<file path="src/rtl/ecc_ff_mul.sv">
// Bit-serial GF(2^m) polynomial-basis multiplier with built-in reduction.
// Computes q = a*b mod f(x), MSB-first, one bit of b per clock, so an
// operation takes exactly m RUN cycles.
//
// Handshake: start is sampled only while busy=0. An accepted start latches
// a and b, and busy rises on the following cycle. done pulses for exactly
// one cycle, and at that moment q carries the new product. q holds that
// value until the next done. The done cycle is already IDLE, so a start
// presented alongside done is accepted. That gives back-to-back throughput
// of m+1 cycles per operation.
module ecc_ff_mul #(
    parameter int            m    = 163,
    parameter logic [m-1:0]  POLY = m'('hC9)
) (
    input  logic         clk,
    input  logic         rst,
    input  logic         start,
    input  logic [m-1:0] a,
    input  logic [m-1:0] b,
    output logic         busy,
    output logic         done,
    output logic [m-1:0] q
);

    localparam int             CW       = $clog2(m);
    localparam logic [CW-1:0]  CNT_LAST = CW'(m - 1);

    typedef enum logic {IDLE, RUN} state_t;

    state_t         state;
    state_t         state_d;

    logic [m-1:0]   ra;
    logic [m-1:0]   rb;
    logic [m-1:0]   acc;
    logic [m-1:0]   q_r;
    logic [CW-1:0]  cnt;
    logic           done_r;

    logic           load;
    logic           step;
    logic           finish;
    logic [m-1:0]   shifted;
    logic [m-1:0]   acc_next;

    // Next-state logic: IDLE accepts start; RUN counts down and exits on cnt==0.
    always_comb begin
        state_d = state;
        load    = 1'b0;
        step    = 1'b0;
        finish  = 1'b0;
        case (state)
            IDLE: begin
                if (start) begin
                    load    = 1'b1;
                    state_d = RUN;
                end
            end
            RUN: begin
                step = 1'b1;
                if (cnt == '0) begin
                    finish  = 1'b1;
                    state_d = IDLE;
                end
            end
            default: state_d = IDLE;
        endcase
    end

    // One Horner step: acc*x reduced by f(x), then add ra if the current b bit is set.
    always_comb begin
        shifted  = {acc[m-2:0], 1'b0} ^ (acc[m-1] ? POLY : '0);
        acc_next = shifted ^ (rb[cnt] ? ra : '0);
    end

    // State register.
    always_ff @(posedge clk) begin
        if (rst) begin
            state <= IDLE;
        end else begin
            state <= state_d;
        end
    end

    // Datapath registers: operand latch, accumulator, bit counter, result and done pulse.
    always_ff @(posedge clk) begin
        if (rst) begin
            ra     <= '0;
            rb     <= '0;
            acc    <= '0;
            cnt    <= '0;
            q_r    <= '0;
            done_r <= 1'b0;
        end else begin
            done_r <= finish;
            if (load) begin
                ra  <= a;
                rb  <= b;
                acc <= '0;
                cnt <= CNT_LAST;
            end else if (step) begin
                acc <= acc_next;
                cnt <= cnt - 1'b1;
            end
            if (finish) begin
                q_r <= acc_next;
            end
        end
    end

    assign busy = (state == RUN);
    assign done = done_r;
    assign q    = q_r;

endmodule

</file>
<file path="config.mk">
export PLATFORM = sky130hd
export DESIGN_NAME = ecc_ff_mul
export DESIGN_NICKNAME = d
export VERILOG_FILES = /design/src/rtl/ecc_ff_mul.sv
export SDC_FILE = /design/constraint.sdc
export NUM_CORES = 1
export LEC_CHECK = 0
export ABC_AREA = 1
export BUFFER_PORTS_ARGS = -buffer_cell sky130_fd_sc_hd__buf_4
export CAP_MARGIN = 20
export CORE_UTILIZATION = 47
export DETAILED_ROUTE_END_ITERATION = 8
export GPL_TIMING_DRIVEN = 1
export PLACE_DENSITY = 0.76
export SLEW_MARGIN = 0
export SYNTH_ARGS = -nofsm -noshare
export SYNTH_HDL_FRONTEND = slang
export SYNTH_SLANG_ARGS = --single-unit
</file>
<file path="constraint.sdc">
create_clock -name clk -period 2.1 [get_ports clk]
set_clock_uncertainty 0.15 [all_clocks]
set_input_delay 0.525 -clock clk [delete_from_list [all_inputs] [get_ports clk]]
set_output_delay 0.525 -clock clk [all_outputs]
set_load 0.02 [all_outputs]
</file>
After elaboration in Yosys (flattened, before gate mapping)
Index checks and enable logic that the tools add are counted.
- add/subtract/negate cells: 1
- $lt $le $gt $ge: 1
- multiplexer cells: 13
- bitwise gates (word level): 3
- reduce and logical (&&, ||, !) cells: 3
- operators by type and width (operator ; count):
    $mux 163 ; 1
    $xor 163x163->163 ; 1
    $xor 163x8->163 ; 1
    $mux 8 ; 3
    $lt 8x9->1 const B ; 1
    $bmux 1 s8 ; 1
    $logic_not 8->1 ; 1
    $sub 8x1->8 const B ; 1
    $mux 1 ; 7
    $pmux 1 s2 ; 1
    $reduce_bool 2->1 ; 1
    $reduce_or 2->1 ; 1
    $not 1->1 ; 1
- flip-flop bits (word level): 662
- bits of input ports: 329
- output and inout port bits: 165
- word-level logic and storage cells: 29

Logic depth before layout (Yosys ltp)
Gate-level depths: netlist of run 1.
- depth in word-level cells: 4
- depth in mapped cells: 21

Worst setup path after synthesis of run 1
No wires, ideal clock.
- kind: reg-to-reg
- start: register cnt[1]
- end: register q_r[33], in the netlist q[33]
- setup time: 0.060 ns
- arrival time: 2.134 ns
- setup slack: -0.243 ns
- stages on the path, launching flop included: 15
- path buffers: 4
- path through: dfxtp_1 buf_2 inv_2 buf_2 ha_1 nand2_1 inv_1 nand2_1 nor3_1 nand2_1 nor2_1 clkbuf_1 clkbuf_1 nand2_1 nand2_1
- longest elaborated chain between the ends: 4
- elaborated cells between the ends (all ways): 7
- those cells by class: mux: 5; bitwise: 1; reduce/logical: 1
- ends and longest elaborated chain (item ; line ; source):
    start, declared ; 37 ; logic [CW-1:0] cnt;
    start signal, assigned ; 103 ; cnt <= cnt - 1'b1;
    $bmux 1 s8 ; 73 ; acc_next = shifted ^ (rb[cnt] ? ra : '0);
    $mux 1 (not written as such) ; 73 ;
    $mux 163 ; 73 ;
    $xor 163x163->163 ; 73 ;
    end signal, assigned ; 106 ; q_r <= acc_next;
    end, declared ; 36 ; logic [m-1:0] q_r;
Parallel ways exist; a longest one is shown, timed or not. The select of a mux whose other input is x is not followed.
A chain may end at the register's enable or synchronous reset.

Worst setup path after layout of run 1
- start: register cnt[0]
- end: register acc[127]
- longest elaborated chain between the ends: 4
- ends and longest elaborated chain (item ; line ; source):
    $bmux 1 s8 ; 73 ;
    $mux 1 (not written as such) ; 73 ;
    $mux 163 ; 73 ;
    $xor 163x163->163 ; 73 ;
    end signal, assigned ; 102 ; acc <= acc_next;
    end, declared ; 35 ; logic [m-1:0] acc;
No other way between the ends. The select of a mux whose other input is x is not followed.

==> results of run 1 <==
## cells in the final DEF, fill, tap and decap left out, drive strengths merged, types with 4 or more instances in the layout
| cell type | count |
|---|---|
| bufinv | 4 |
| nand3 | 580 |
| nor2 | 415 |
| dlygate4sd3 | 13 |
| dfxtp | 662 |
| o211ai | 15 |
| clkinv | 19 |
| xor2 | 4 |
| buf | 774 |
| nand2 | 1186 |
| inv | 481 |
| clkbuf | 102 |
| a21oi | 304 |
| o21ai | 342 |
## stage by stage
stage / hold WS [ns] / TNS [ns]
2_1_floorplan: 0.270 / -36.70
3_3_place_gp: 0.277 / -148.93
3_5_place_dp: 0.289 / -163.72
4_1_cts: 0.000114 / -154.71
5_1_grt: 0.0192 / -216.09
6_report: 0.0268 / -159.22
## worst paths after layout
| path | start | endpoint | slack (ns) | cells past startpoint |
|---|---|---|---|---|
| setup / recovery | cnt[0]$_SDFFE_PP0P_ | acc[127]$_SDFFE_PP0P_ | -0.57 | 21 |
| hold / removal | a[124] | ra[124]$_SDFFE_PP0P_ | 0.03 | 3 |
| setup reg to reg | cnt[0]$_SDFFE_PP0P_ | acc[127]$_SDFFE_PP0P_ | -0.57 | 21 |
| hold reg to reg | rb[17]$_SDFFE_PP0P_ | rb[17]$_SDFFE_PP0P_ | 0.31 | 2 |
## kinds of logic (layout without fill, tap and decap cells)
kind of cell / Yosys count / in the layout / synth area share
buffers and inverters: 763 / 1395 / 0.108
xor gates and xnor gates: 4 / 4 / 0.00122
AOI/OAI and AO/OA: 664 / 664 / 0.117
adders and majority gates: 1 / 1 / 0.000435
and+or+nand+nor: 2185 / 2185 / 0.313
other: 0 / 1 / 0
DFF: 662 / 662 / 0.461
## what timing repair did
action,in CTS,in global routing
hold buffers,13,0
cloned,5,7
hold endpoints to repair,13,0
buffers inserted,2,4
setup endpoints to repair,329,329
gates resized for setup,36,87
pin swaps,11,22
## Yosys cell counts
cell type / n / area (um2)
clkbuf_1: 194 / 728
inv_2: 4 / 15.0
nor2_2: 1 / 6.26
inv_1: 474 / 1780
buf_4: 10 / 75.1
o21ai_0: 334 / 1670
buf_8: 1 / 15.0
a211oi_1: 1 / 7.51
xor2_1: 4 / 35.0
nand3_2: 10 / 100
clkbuf_2: 1 / 5.00
a21oi_1: 304 / 1520
nor4_1: 1 / 6.26
nand3_1: 570 / 2850
o211ai_1: 15 / 113
buf_2: 44 / 220
nand2_1: 1186 / 4450
nor2_1: 414 / 1550
o21ai_1: 8 / 40.0
dfxtp_1: 662 / 13300
ha_1: 1 / 12.5
buf_6: 17 / 191
o21bai_1: 1 / 7.51
nor3_1: 3 / 15.0
buf_1: 18 / 67.6
a221oi_1: 1 / 8.76
## flip-flops by register name, indices dropped and copies added (netlist names)
register	flops
acc	163
busy	1
cnt	8
done	1
q	163
ra	163
rb	163
## layer usage
metal	share of wire	vias up	global-route usage
met5	0.00019	-	0
met4	0.041	2	0.125
met3	0.069	213	0.0335
met2	0.46	1077	0.457
met1	0.43	13600	0.374
li1	-	14700	-
## critical path, cell delays in order (launching register included)
cell,delay [ns]
dfxtp_4,0.47
inv_8,0.07
buf_12,0.15
clkbuf_16,0.16
nand2_1,0.05
nand3_1,0.07
nand2_2,0.10
nand2_2,0.06
nand2_1,0.05
nor2_1,0.03
nand2_1,0.07
nand3_1,0.07
nand2_1,0.07
nand2_2,0.06
nand3_4,0.09
buf_12,0.19
buf_16,0.22
nand2_1,0.07
nand2_1,0.09
nand3_1,0.10
nand2_1,0.09
inv_1,0.04
## layout make-up
cell class | count | area, um2 | area share
Multi-Input combinational cell | 2854 | 12900 | 0.337
Antenna cell | 1 | 2.50 | 0.0000654
Tap cell | 782 | 978 | 0.0256
Sequential cell | 662 | 13300 | 0.347
Timing Repair Buffer | 795 | 7010 | 0.183
Clock inverter | 27 | 319 | 0.00834
Inverter | 478 | 1820 | 0.0477
Clock buffer | 95 | 1960 | 0.0512
## power by group through the flow
| stage | registers (mW) | logic, mW | clock network [mW] |
|---|---|---|---|
| floorplan | 14.1 | 3.88 | 0 |
| global placement | 14.2 | 6.21 | 0 |
| detailed placement | 14.2 | 6.31 | 0 |
| CTS | 13.9 | 6.69 | 12.5 |
| global route | 14.1 | 7.69 | 13.0 |
| finish | 14.0 | 7.00 | 12.3 |
==> metrics.cfg, run 1 <==
[detailed_routing]
num_vias=29500
drt_wl_total_um=90600
dr.pass1.iters=7
drt_iter0_drc=2377
routedWlPerCell_um=15.9
vias_per_cell=5.19
drc=0
drtAntennaViolNets=0

[logic_synthesis]
ys_seq_area_frac=0.461
syn_area_um2=28800
ys_ff_latch=662
yosys_warnings=0
syn_inst=4279
syn_area_per_cell_um2=6.72
synth_fp_nets=4609
synth.distinct_cells=26

[power]
p_sw_frac=0.295
leakagePower_nw=18.7
internal_power_mw=23.5
clkPwrFrac=0.370
power_mw=33.3
ir_worst_vdd_mv=0.690
combPwrFrac=0.210
switchingPower_mw=9.84
powerDensity_nw_per_um2=871
power_frac_seq=0.419

[clock_tree]
cts.htree.levels=3
clk_pin_slew_worst_paths_ns=0.06
insertion_delay_ns=0.62
clk_path_buf_depth=3
cts_tree=built
root_buffer=clkbuf_16
cts_buffers=70
clock-sinks=662

[place]
dp.cells=5541
hpwlAfterDp_um=60000
dpl_cell_area_um2=35000
port_buffers=493
routabilityCongestion=0.886
place_ws_ns=-0.623

[layout]
fin_util=0.634
drive_gt1_frac=0.210
syn_to_final_growth_pct=33.0
fin_area_um2=38200
fin_cells=5694
finalNetCount=5191
num-fill-cells=5232

[die]
pin_count=494
rows=90
design.core.area_um2=60400
die_y_um=249
start_util=0.476
die_w_um=249
dieArea_um2=62200

[sta]
slew_headroom=0.369
finalCritPeriodShare=1.27
setup_ws_ns=-0.575
rsz0062_at_grt=true
worst_pin_slew_ns=0.947
finalSetupViolCount=329
fin_crit_ns=2.67
fmax_mhz=374
hold_viol=0
finalMaxSlewViolations=0

[worst_setup_path]
cp-start-kind=flip-flop
crit_fanout=34
crit_arrival_ns=3.04
required_ns=2.46
worstSetupPathType=reg -> reg
endpoint_kind=flip-flop

[status]
violations=setup timing
status=finished with violations

[global_route]
grt_pass1_vias=27300
grt_pass1_wl_um=142000
overflow=0
grt_max_degree=162
antenna_found_initial=2
grt.total_usage=0.281

[worst_hold_path]
hp-class=in -> reg

[job]
max_cap_violations=0

Power figures use the tool's default switching activity.
==> run 2, diff against run 1 <==
Settings changed: PLACE_DENSITY 0.76 to 0.69.
Clock period 2.1 ns to 3.1 ns, I/O delays scaled along.
==> run 2 against run 1 <==
Effect of this change: critical path type unchanged; non-clock buffer count decreased by 244; critical endpoint is now acc[104]$_SDFFE_PP0P_; clock power decreased by 31%; clock-buffer cell count increased by 1; sequential cell count unchanged; highest routed layer unchanged; die area unchanged; critical path depth decreased by 2; first-iteration DRC count decreased by 19%; the flow now finishes without violations; via count decreased by 6.1%.
==> metrics.cfg, run 2 (same netlist as run 1, synthesis figures left out) <==
[clock_tree]
cts_buffers=72  ; +2.9%
postCtsSetupBuffers=0  ; -2
clk_path_buf_depth=3  ; unchanged
cts_tree=built
clk_pin_slew_worst_paths_ns=0.06  ; about the same
cts.htree.levels=3  ; unchanged
cts_hold_buf=0  ; -13
root_buffer=clkbuf_16
insertion_delay_ns=0.62  ; about the same
clock-sinks=662  ; unchanged
ctsResizeCount=0  ; -100%

[global_route]
grt_max_degree=165  ; +1.9%
grt_pass1_wl_um=133000  ; -6.1%
grt_pass1_vias=25800  ; -5.5%
overflow=0  ; unchanged
antenna_found_initial=10  ; +8
grt.total_usage=0.263  ; -0.0180

[die]
die_w_um=249  ; unchanged
dieArea_um2=62200  ; unchanged
die_y_um=249  ; unchanged
rows=90  ; unchanged
design.core.area_um2=60400  ; unchanged
pin_count=494  ; unchanged
start_util=0.476  ; unchanged

[sta]
fmax_mhz=355  ; -5.1%
fin_crit_ns=2.82  ; +0.145 ns
finalCritPeriodShare=0.910  ; -0.364
finalMaxSlewViolations=0  ; unchanged
rsz0062_at_grt=false
hold_viol=0  ; unchanged
finalSetupViolCount=0  ; -100%
tns_ns=0  ; +159.22 ns
slew_headroom=0.263  ; -0.106
worst_pin_slew_ns=1.10  ; +0.158 ns

[worst_setup_path]
crit_arrival_ns=3.17  ; +0.13 ns
crit_end=acc[104]$_SDFFE_PP0P_
cp-start-kind=flip-flop
r2r-end=acc[104]$_SDFFE_PP0P_
crit_fanout=36  ; +5.9%
r2r-start=cnt[0]$_SDFFE_PP0P_
r2r_cells=19  ; -9.5%
worstSetupPathType=reg -> reg
rrSetupSlack_ns=0.28  ; +0.86 ns
crit_start=cnt[0]$_SDFFE_PP0P_
endpoint_kind=flip-flop
required_ns=3.45  ; +0.99 ns

[detailed_routing]
routedWlPerCell_um=15.3  ; -3.9%
dr.pass1.iters=7  ; unchanged
drtAntennaViolNets=0  ; unchanged
drt_wl_total_um=83400  ; -8.0%
num_vias=27700  ; -6.1%
vias_per_cell=5.08  ; -2.0%
drt_iter0_drc=1914  ; -19%
drc=0  ; unchanged

[layout]
multi_input_area_um2=12400  ; -3.6%
fin_area_um2=35400  ; -7.5%
final_common_cell=nand2_1
drive_gt1_frac=0.147  ; -0.0633
fin_cells=5454  ; -4.2%
finalNetCount=4949  ; -4.7%
num-fill-cells=5824  ; +11%
seq_area_um2=13300  ; unchanged
final_cell_mix=1184 x nand2_1, 659 x dfxtp_1, 569 x nand3_1
syn_to_final_growth_pct=23.0

[power]
combPwrFrac=0.175  ; -0.035
leakagePower_nw=17.3  ; -7.3%
switchingPower_mw=6.32  ; -36%
p_sw_frac=0.291  ; -0.00472
powerDensity_nw_per_um2=615  ; -29%
power_frac_seq=0.434  ; +0.015
internal_power_mw=15.4  ; -34%
power_mw=21.7  ; -35%
clkPwrFrac=0.391  ; +0.021
ir_worst_vdd_mv=0.415  ; -40%

[place]
port_buffers=493  ; unchanged
routabilityCongestion=0.852  ; -3.9%
dpl_cell_area_um2=33000  ; -5.7%
dp.cells=5327  ; -3.9%
hpwlAfterDp_um=54500  ; -9.2%

[status]
status=finished clean

[worst_hold_path]
hp-class=in -> reg

[job]
max_cap_violations=0  ; unchanged

run 2: metal layers:
metal	vias to the layer above	track usage	wire [um]	part of all wire
met5	-	0	109	0.0013
met4	16	0.0866	2530	0.030
met3	163	0.0550	5420	0.065
met2	774	0.432	38100	0.46
met1	12600	0.343	37300	0.45
li1	14200	-	-	-
run 2: through the flow:
| stage | worst slack, ns | utilization | hold slack (ns) |
|---|---|---|---|
| 2_1_floorplan | 0.757 | - | 0.270 |
| 3_3_place_gp | 0.324 | 0.547 | 0.288 |
| 3_5_place_dp | 0.314 | 0.547 | 0.285 |
| 4_1_cts | 0.280 | 0.586 | 0.228 |
| 5_1_grt | 0.0215 | 0.586 | 0.254 |
| 6_report | 0.280 | 0.586 | 0.263 |
run 2: layout make-up:
class / instances / area share
clock buffer: 96 / 0.0561
multi-input combinational: 2854 / 0.352
inverter: 478 / 0.0514
antenna: 1 / 0.0000708
sequential: 662 / 0.375
timing repair buffer: 551 / 0.129
clock inverter: 30 / 0.00948
tap: 782 / 0.0277
run 2: power by group through the flow:
stage	Combinational (mW)	Sequential (mW)	Clock, mW
floorplan	2.55	9.57	0
global placement	3.74	9.59	0
detailed placement	3.78	9.60	0
CTS	3.80	9.42	8.65
global route	4.27	9.49	9.01
finish	3.80	9.43	8.51
run 2: worst min-delay path by stage:
stage | start | to | slack (ns) | cells past startpoint
after global placement | rb[161]$_SDFFE_PP0P_ | rb[161]$_SDFFE_PP0P_ | 0.29 | 2
after CTS | a[114] | ra[114]$_SDFFE_PP0P_ | 0.23 | 3
after global routing | a[82] | ra[82]$_SDFFE_PP0P_ | 0.25 | 3
after floorplan | rb[161]$_SDFFE_PP0P_ | rb[161]$_SDFFE_PP0P_ | 0.27 | 2
after detailed placement | rb[161]$_SDFFE_PP0P_ | rb[161]$_SDFFE_PP0P_ | 0.29 | 2
final | a[114] | ra[114]$_SDFFE_PP0P_ | 0.26 | 3
run 2: worst max-delay path: stages, from the launching register on:
cell	delay [ns]
dfxtp_4	0.37
inv_2	0.08
buf_4	0.25
nand2_1	0.09
nand3_1	0.07
nand2_1	0.11
nand2_1	0.08
nand2_1	0.05
inv_1	0.04
nand2_1	0.05
nand2_1	0.07
nand2_1	0.05
o21bai_1	0.23
nand3_4	0.23
buf_12	0.24
buf_12	0.18
nand3_1	0.10
nand3_1	0.09
nand2_1	0.09
inv_1	0.04
